[config.mk]
export PLATFORM = sky130hd
export DESIGN_NAME = button_debounce_req
export DESIGN_NICKNAME = d
export VERILOG_FILES = /design/src/rtl/button_debounce_req.sv
export SDC_FILE = /design/constraint.sdc
export NUM_CORES = 1
export LEC_CHECK = 0
export ABC_AREA = 1
export CORE_ASPECT_RATIO = 1.1
export CORE_MARGIN = 4
export CORE_UTILIZATION = 40
export CTS_CLUSTER_SIZE = 40
export DETAILED_ROUTE_END_ITERATION = 16
export DONT_BUFFER_PORTS = 1
export GPL_TIMING_DRIVEN = 0
export SYNTH_ARGS = -nofsm -noshare
export SYNTH_HDL_FRONTEND = slang
export SYNTH_SLANG_ARGS = --single-unit
[constraint.sdc]
create_clock -name clk_50M -period 1.5 [get_ports clk_50M]
set_clock_uncertainty 0.1 [all_clocks]
set_input_delay 0.225 -clock clk_50M [delete_from_list [all_inputs] [get_ports clk_50M]]
set_output_delay 0.225 -clock clk_50M [all_outputs]
set_load 0.01 [all_outputs]
[src/rtl/button_debounce_req.sv]
// Button conditioner: 2-FF sync, debounce FSM, rising-edge pulse and a held load request.
// Latency: btn_level follows btn_in DEBOUNCE_CYCLES+2 edges after a change; load_req holds until a tick consumes it.
module button_debounce_req #(
    parameter int DEBOUNCE_CYCLES = 1000000,
    parameter int CNT_W           = 20,
    parameter bit BTN_ACTIVE_LOW  = 1'b0
) (
    input  logic clk_50M,
    input  logic rst_n,
    input  logic btn_in,
    input  logic tick,
    output logic btn_level,
    output logic btn_rise,
    output logic load_req,
    output logic req_overrun
);

    localparam logic [CNT_W-1:0] CNT_LAST = CNT_W'(DEBOUNCE_CYCLES - 1);

    // Bit 1 of the encoding is the debounced level, so btn_level comes straight off a flop.
    typedef enum logic [1:0] {
        IDLE   = 2'b00,
        CHK_HI = 2'b01,
        HELD   = 2'b10,
        CHK_LO = 2'b11
    } state_t;

    state_t           state_q, state_d;
    logic             s1_q, s2_q;
    logic [CNT_W-1:0] cnt_q, cnt_d;
    logic             rise_q, rise_d;
    logic             req_q, req_d;
    logic             ovr_q, ovr_d;
    logic             btn_b;

    assign btn_b = btn_in ^ BTN_ACTIVE_LOW;

    always_ff @(posedge clk_50M or negedge rst_n) begin
        if (!rst_n) begin
            s1_q    <= 1'b0;
            s2_q    <= 1'b0;
            state_q <= IDLE;
            cnt_q   <= '0;
            rise_q  <= 1'b0;
            req_q   <= 1'b0;
            ovr_q   <= 1'b0;
        end else begin
            s1_q    <= btn_b;
            s2_q    <= s1_q;
            state_q <= state_d;
            cnt_q   <= cnt_d;
            rise_q  <= rise_d;
            req_q   <= req_d;
            ovr_q   <= ovr_d;
        end
    end

    always_comb begin
        state_d = state_q;
        cnt_d   = '0;
        rise_d  = 1'b0;
        case (state_q)
            IDLE, CHK_HI: begin
                if (s2_q) begin
                    if (cnt_q == CNT_LAST) begin
                        state_d = HELD;
                        rise_d  = 1'b1;
                    end else begin
                        state_d = CHK_HI;
                        cnt_d   = cnt_q + 1'b1;
                    end
                end else begin
                    state_d = IDLE;
                end
            end
            HELD, CHK_LO: begin
                if (!s2_q) begin
                    if (cnt_q == CNT_LAST) begin
                        state_d = IDLE;
                    end else begin
                        state_d = CHK_LO;
                        cnt_d   = cnt_q + 1'b1;
                    end
                end else begin
                    state_d = HELD;
                end
            end
            default: state_d = IDLE;
        endcase

        // A new press outranks a tick consuming the previous request.
        if (rise_d) begin
            req_d = 1'b1;
        end else if (tick && req_q) begin
            req_d = 1'b0;
        end else begin
            req_d = req_q;
        end
        ovr_d = rise_d && req_q && !tick;
    end

    assign btn_level   = state_q[1];
    assign btn_rise    = rise_q;
    assign load_req    = req_q;
    assign req_overrun = ovr_q;

endmodule

==> impl_metrics.env, run 1 <==
export IMPL_synth_edf_count=0
export IMPL_hpwl_mm=1.98
export IMPL_r2r_end="cnt_q[15]"
export IMPL_hp_class="input port to asynchronous set/reset pin"
export IMPL_worstPathRequired_ns=1.63
export IMPL_initial_core_util=0.416
export IMPL_vias_per_cell=4.48
export IMPL_vias=1102
export IMPL_synthTopCellsByArea="dfrtp_1 47%, nand2_1 12%, nor2_1 10%, xor2_1 6.3%, inv_1 5.4%"
export IMPL_fp_dieH_um=70.0
export IMPL_netlist_area_um2=1400
export IMPL_dpl_cell_area_um2=1460
export IMPL_setup_viol=0
export IMPL_grt_usage=0.136
export IMPL_dr_pass1_iters=4
export IMPL_switchingPower_uw=268
export IMPL_nNetsFinal=205
export IMPL_cts_max_level=1
export IMPL_crit_end="cnt_q[15]"
export IMPL_leakage_nw=0.723
export IMPL_io_pins=8
export IMPL_setup_slack_ns=0.0442
export IMPL_antenna_found_initial=0
export IMPL_finalWirelength_mm=2.76
export IMPL_placed_cells=225
export IMPL_crit_path_start="cnt_q[0]"
export IMPL_placementRows=22
export IMPL_r2r_start="cnt_q[0]"
export IMPL_cts_buffer_depth=2
export IMPL_root_buffer="clkbuf_4"
export IMPL_p_seq_frac=0.644
export IMPL_ys_top_cells_by_count="44 x nand2_1, 38 x nor2_1, 26 x dfrtp_1"
export IMPL_avgSynthCellArea_um2=7.89
export IMPL_synth_ff_type="dfrtp_1"
export IMPL_dieArea_um2=4500
export IMPL_syn_instance_count=177
export IMPL_io_buffer_count=0
export IMPL_drc_errors=0
export IMPL_synth_top_cell_area_share=0.466
export IMPL_tightest_slew_ns=0.204
export IMPL_arrival_ns=1.58
export IMPL_post_route_cells_drive_above_1_share=0.247
export IMPL_ir_drop_uv=421
export IMPL_grt_pass1_vias=1191
export IMPL_max_freq_mhz=687
export IMPL_fill_cells=331
export IMPL_worstPathMaxFanout=3
export IMPL_clk_latency_ns=0.32
export IMPL_slew_headroom=0.864
export IMPL_design_area_um2=1690
export IMPL_finalCritPeriodShare=0.971
export IMPL_die_w_um=64.3
export IMPL_synth_nets=182
export IMPL_clk_pin_slew_ns=0.14
export IMPL_swShare=0.240
export IMPL_p_int_uw=849
export IMPL_drt_initial_drc_count=36
export IMPL_grt_pass1_wl_mm=4.91
export IMPL_clkPwrFrac=0.273
export IMPL_core_area_um2=3360
export IMPL_pre_cts_slack_ns=-0.151
export IMPL_finalCriticalPeriod_ns=1.46
export IMPL_cts_sinks=26
export IMPL_critPathLaunchType="register"
export IMPL_cts_made_buffers=3
export IMPL_synthDistinctLibCells=17
export IMPL_r2r_worst_path_cells=7
export IMPL_place_congestion=0.823
export IMPL_yosys_register_bits=26
export IMPL_pwr_density_cell_nw_per_um2=662
export IMPL_synth_most_common_cell="nand2_1"
export IMPL_asyncSetResetFlopFracSynth=1.00
export IMPL_instances_no_fill=246
export IMPL_antennaDiodeCount=0
export IMPL_synth_seq_area_share=0.466
export IMPL_setup_worst_path_class="register to register"
export IMPL_postRouteAntennaNets=0
export IMPL_grt_max_degree=27
export IMPL_run_status="complete, no violations"
export IMPL_pwr_share_comb=0.083
export IMPL_hold_viol=0
export IMPL_ys_warn_count=0
export IMPL_regToRegSetupSlack_ns=0.04
export IMPL_slew_viol_final=0
export IMPL_wl_per_cell_um=11.2
export IMPL_cap_violations=0
export IMPL_area_delta_synth_final_pct=20.9
export IMPL_critPathCaptureType="register"
export IMPL_rsz0062_at_grt="true"
export IMPL_grt_overflow_total=0
export IMPL_holdWs_ns=0.215
export IMPL_yosys_area_top_type="dfrtp_1"
export IMPL_cts_tree="done"
[critical path: stages, from the launching register on]
cell,delay [ns]
dfrtp_1,0.43
buf_4,0.16
nand2_1,0.07
nor2_2,0.12
nand2_1,0.10
nor2_2,0.15
xor2_1,0.17
nor2_1,0.06
[per-layer routing]
metal,global-route usage,share of wire
met1,0.152,0.42
met2,0.253,0.52
met3,0.0289,0.037
met4,0.0423,0.013
met5,0,0
[power by group through the flow]
| stage | clock [mW] | combinational [mW] | sequential (mW) |
|---|---|---|---|
| finish | 0.305 | 0.0931 | 0.719 |
| global route | 0.346 | 0.105 | 0.720 |
| CTS | 0.307 | 0.0887 | 0.718 |
| detailed placement | 0 | 0.0428 | 0.732 |
| global placement | 0 | 0.0418 | 0.731 |
| floorplan | 0 | 0.0364 | 0.730 |
[logic make-up after synthesis]
kind of cell             after synthesis  synth area share
flip-flops                            26             0.466
buffers and inverters                 24            0.0815
AND/OR/NAND/NOR                      111             0.349
XOR/XNOR                              15            0.0941
adder cells (fa/ha/maj)                1           0.00896
[per-stage QoR]
| stage | setup TNS (ns) | utilization | total power, mW |
|---|---|---|---|
| 6_report | 0 | 0.503 | 1.12 |
| 3_3_place_gp | -0.308 | 0.434 | 0.773 |
| 5_1_grt | -0.417 | 0.503 | 1.17 |
| 3_5_place_dp | -0.483 | 0.434 | 0.775 |
| 4_1_cts | 0 | 0.475 | 1.11 |
| 2_1_floorplan | 0 | - | 0.767 |
[cell usage in the layout, fill, tap and decap left out]
| cell | instances |
|---|---|
| nand2_1 | 43 |
| nor2_1 | 33 |
| dfrtp_1 | 26 |
| inv_1 | 18 |
| nor2_2 | 14 |
| buf_4 | 14 |
| xor2_1 | 10 |
| nand3_1 | 9 |
| xnor2_1 | 5 |
| nand2_2 | 4 |
| inv_2 | 4 |
| nor2_4 | 3 |
| clkbuf_4 | 3 |
| dlygate4sd3_1 | 3 |
| buf_12 | 2 |
| nand4_1 | 2 |
| nand2_4 | 1 |
| buf_8 | 1 |
| nand3_4 | 1 |
| and2_2 | 1 |
| ha_4 | 1 |
[worst min-delay path by stage]
stage / end / slack [ns] / cells past startpoint
2_1_floorplan: btn_rise / -0.17 / 0
3_3_place_gp: cnt_q[4] / -0.17 / 0
3_5_place_dp: cnt_q[9] / -0.17 / 0
4_1_cts: cnt_q[4] / 0.23 / 2
5_1_grt: cnt_q[4] / 0.21 / 2
6_report: cnt_q[4] / 0.22 / 2
[final cells by class]
cell class	instances	area (µm²)	share of cell area
multi-input combinational	127	682	0.404
tap	48	60.1	0.0356
sequential	26	651	0.385
buffer	2	35.0	0.0208
timing repair buffer	18	155	0.0919
clock buffer	3	22.5	0.0133
inverter	22	82.6	0.0489
[flip-flops by register name (all words and copies together), names as in the netlist]
name / count
cnt_q: 20
btn_rise: 1
load_req: 1
req_overrun: 1
s1_q: 1
s2_q: 1
state_q: 1
[timing repair]
item | CTS | global route
hold buffers | 4 | 0
pin swaps | 1 | 4
endpoints found under the setup margin | 11 | 19
buffers inserted | 6 | 8
endpoints found under the hold margin | 29 | 0
gates resized for setup | 5 | 10
Note: power is estimated with default switching activity, not from simulation.
==> run 2, diff against run 1 <==
- ABC_AREA: 1 -> 0
- GPL_ROUTABILITY_DRIVEN: not set -> 1
==> run 2 against run 1 <==
  * The run now ends with setup timing left
  * Sequential share of layout area shrank 0.17 points
  * Core utilization grew 10 points
  * Die area shrank 10%
  * Clock power shrank 6%
  * First-iteration DRC count grew 25%
  * Synthesized cell count shrank 31%
  * Global-route usage grew 2.9 points
  * Via count shrank 5.4%
  * Flip-flop and latch count is the same
  * Register-to-register slack lost 0.25 ns
  * Setup slack lost 0.25 ns
  * Critical endpoint is now cnt_q[19]
  * Largest cell class unchanged
  * Largest power group unchanged
==> impl_metrics.env, run 2 <==
export IMPL_r2r_worst_path_cells=4
export IMPL_worstPathMaxFanout=3
export IMPL_pwr_density_cell_nw_per_um2=631
export IMPL_synthDistinctLibCells=26
export IMPL_clk_pin_slew_ns=0.13
export IMPL_regMostFlops="cnt_q"
export IMPL_synth_most_common_cell="dfrtp_1"
export IMPL_synth_seq_area_share=0.528
export IMPL_hpwl_mm=1.65
export IMPL_worstPathRequired_ns=1.66
export IMPL_wl_per_cell_um=15.7
export IMPL_setup_slack_ns=-0.206
export IMPL_placementRows=20
export IMPL_drc_errors=0
export IMPL_core_area_um2=2850
export IMPL_cts_made_buffers=3
export IMPL_io_buffer_count=0
export IMPL_cap_violations=0
export IMPL_slew_headroom=0.773
export IMPL_regToRegSetupSlack_ns=-0.21
export IMPL_synth_top_cell_area_share=0.528
export IMPL_r2r_start="cnt_q[1]"
export IMPL_antennaDiodeCount=0
export IMPL_ys_top_cells_by_count="26 x dfrtp_1, 22 x nor2_1, 13 x xnor2_1"
export IMPL_placed_cells=156
export IMPL_hp_class="input port to asynchronous set/reset pin"
export IMPL_tightest_slew_ns=0.338
export IMPL_setup_viol=23
export IMPL_fp_dieH_um=66.2
export IMPL_leakage_nw=0.688
export IMPL_r2r_end="cnt_q[19]"
export IMPL_arrival_ns=1.87
export IMPL_max_freq_mhz=586
export IMPL_cts_tree="done"
export IMPL_fill_cells=226
export IMPL_die_w_um=60.9
export IMPL_synth_nets=128
export IMPL_yosys_register_bits=26
export IMPL_largest_reg_flops=20
export IMPL_cts_buffer_depth=2
export IMPL_critPathLaunchType="register"
export IMPL_setup_worst_path_class="register to register"
export IMPL_yosys_area_top_type="dfrtp_1"
export IMPL_dr_pass1_iters=4
export IMPL_root_buffer="clkbuf_4"
export IMPL_post_route_cells_drive_above_1_share=0.455
export IMPL_finalCritPeriodShare=1.14
export IMPL_ir_drop_uv=661
export IMPL_syn_instance_count=123
export IMPL_run_status="finished with violations"
export IMPL_avgSynthCellArea_um2=10.0
export IMPL_synthTopCellsByArea="dfrtp_1 53%, xnor2_1 9.2%, nor2_1 6.7%, nand3_1 3.7%, nor4_1 2.5%"
export IMPL_cts_sinks=26
export IMPL_vias_per_cell=5.52
export IMPL_netlist_area_um2=1230
export IMPL_violations="setup timing"
export IMPL_hold_viol=0
export IMPL_rsz0062_at_grt="true"
export IMPL_drt_initial_drc_count=45
export IMPL_layout_common_cells="24 x buf_4, 16 x dfrtp_1, 13 x nor2_1, 13 x xnor2_1, 10 x dfrtp_2"
export IMPL_nNetsFinal=163
export IMPL_io_pins=8
export IMPL_asyncSetResetFlopFracSynth=1.00
export IMPL_critPathCaptureType="register"
export IMPL_grt_pass1_wl_mm=4.97
export IMPL_vias=1043
export IMPL_area_delta_synth_final_pct=40.3
export IMPL_synth_edf_count=0
export IMPL_antenna_found_initial=0
export IMPL_ys_warn_count=0
export IMPL_dieArea_um2=4030
export IMPL_multiInputGateArea_um2=686
export IMPL_finalWirelength_mm=2.98
export IMPL_instances_no_fill=189
export IMPL_grt_usage=0.165
export IMPL_final_common_cell="buf_4"
export IMPL_cts_max_level=1
export IMPL_holdWs_ns=0.217
export IMPL_initial_core_util=0.432
export IMPL_pre_cts_slack_ns=-0.359
export IMPL_grt_pass1_vias=1044
export IMPL_slew_viol_final=0
export IMPL_place_congestion=0.836
export IMPL_synth_ff_type="dfrtp_1"
export IMPL_seqCellArea_um2=663
export IMPL_postRouteAntennaNets=0
export IMPL_grt_max_degree=27
export IMPL_finalCriticalPeriod_ns=1.71
export IMPL_clk_latency_ns=0.32
export IMPL_grt_overflow_total=0
run 2: changes by cell type in the layout (fill, tap and decap cells not counted), sizes merged, moves of 4 or more:
cell	previous run	this run
clkbuf	3	7
o21ai	0	4
nor3	0	6
nand2	48	7
inv	22	5
a21oi	0	4
xor2	10	3
xnor2	5	13
nor4	0	5
buf	17	25
nor2	50	22
run 2: cell type report:
| type | instances | area share |
|---|---|---|
| multi-input cells | 90 | 0.397 |
| flip-flops and latches | 26 | 0.384 |
| repair buffers | 30 | 0.149 |
| well taps | 33 | 0.0239 |
| plain buffers | 2 | 0.0224 |
| clock buffers | 3 | 0.0130 |
| inverters | 5 | 0.0109 |
run 2: routing by layer:
metal	global-route usage	wire length, µm	up-vias
li1	-	-	494
met1	0.220	1280	521
met2	0.263	1570	26
met3	0.0430	112	2
met4	0.0434	12	0
met5	0	0	-
run 2: per-stage QoR:
stage          setup TNS (ns)  area [µm²]   util  power [mW]
6_report                -3.27        1730  0.606        1.09
5_1_grt                 -4.74        1730  0.606        1.15
3_5_place_dp            -4.24        1280  0.449       0.762
2_1_floorplan          -0.298        1240      -       0.754
3_3_place_gp            -3.76        1280  0.449       0.761
4_1_cts                 -2.80        1620  0.567        1.10
run 2: how the worst max path moves through the flow:
stage / from / endpoint / slack, ns / cells past startpoint
floorplan: cnt_q[8] / cnt_q[19] / -0.18 / 4
global placement: cnt_q[2] / cnt_q[19] / -0.34 / 4
detailed placement: cnt_q[2] / cnt_q[19] / -0.36 / 4
CTS: cnt_q[9] / cnt_q[19] / -0.19 / 4
global route: cnt_q[1] / cnt_q[19] / -0.25 / 4
finish: cnt_q[1] / cnt_q[19] / -0.21 / 4
run 2: report_power, final:
part / switching, mW / total [mW] / internal (mW)
logic: 0.0377 / 0.0805 / 0.0428
registers: 0.0136 / 0.724 / 0.711
clock network: 0.192 / 0.286 / 0.0941
total: 0.244 / 1.09 / 0.847
run 2: logic make-up after synthesis:
family,synth area share
AND/OR/NAND/NOR,0.277
flip-flops,0.528
XOR/XNOR,0.114
AO/OA/AOI/OAI,0.0396
buffers and inverters,0.0213
multiplexers,0.00915
adder cells (fa/ha/maj),0.0102
run 2: timing repair:
| item | in CTS | in global routing |
|---|---|---|
| hold buffers | 4 | 0 |
| gates cloned | 2 | 0 |
| setup endpoints to repair | 23 | 24 |
| pin swaps | 14 | 4 |
| hold endpoints to repair | 28 | 0 |
| gates resized for setup | 36 | 7 |
| setup buffers | 13 | 11 |
run 2: critical path, cell delays in order, from the launching register on:
cell and delay, ns:
dfrtp_1 0.46, nand4_1 0.19, or4_4 0.46, or3_4 0.34, a21oi_2 0.11
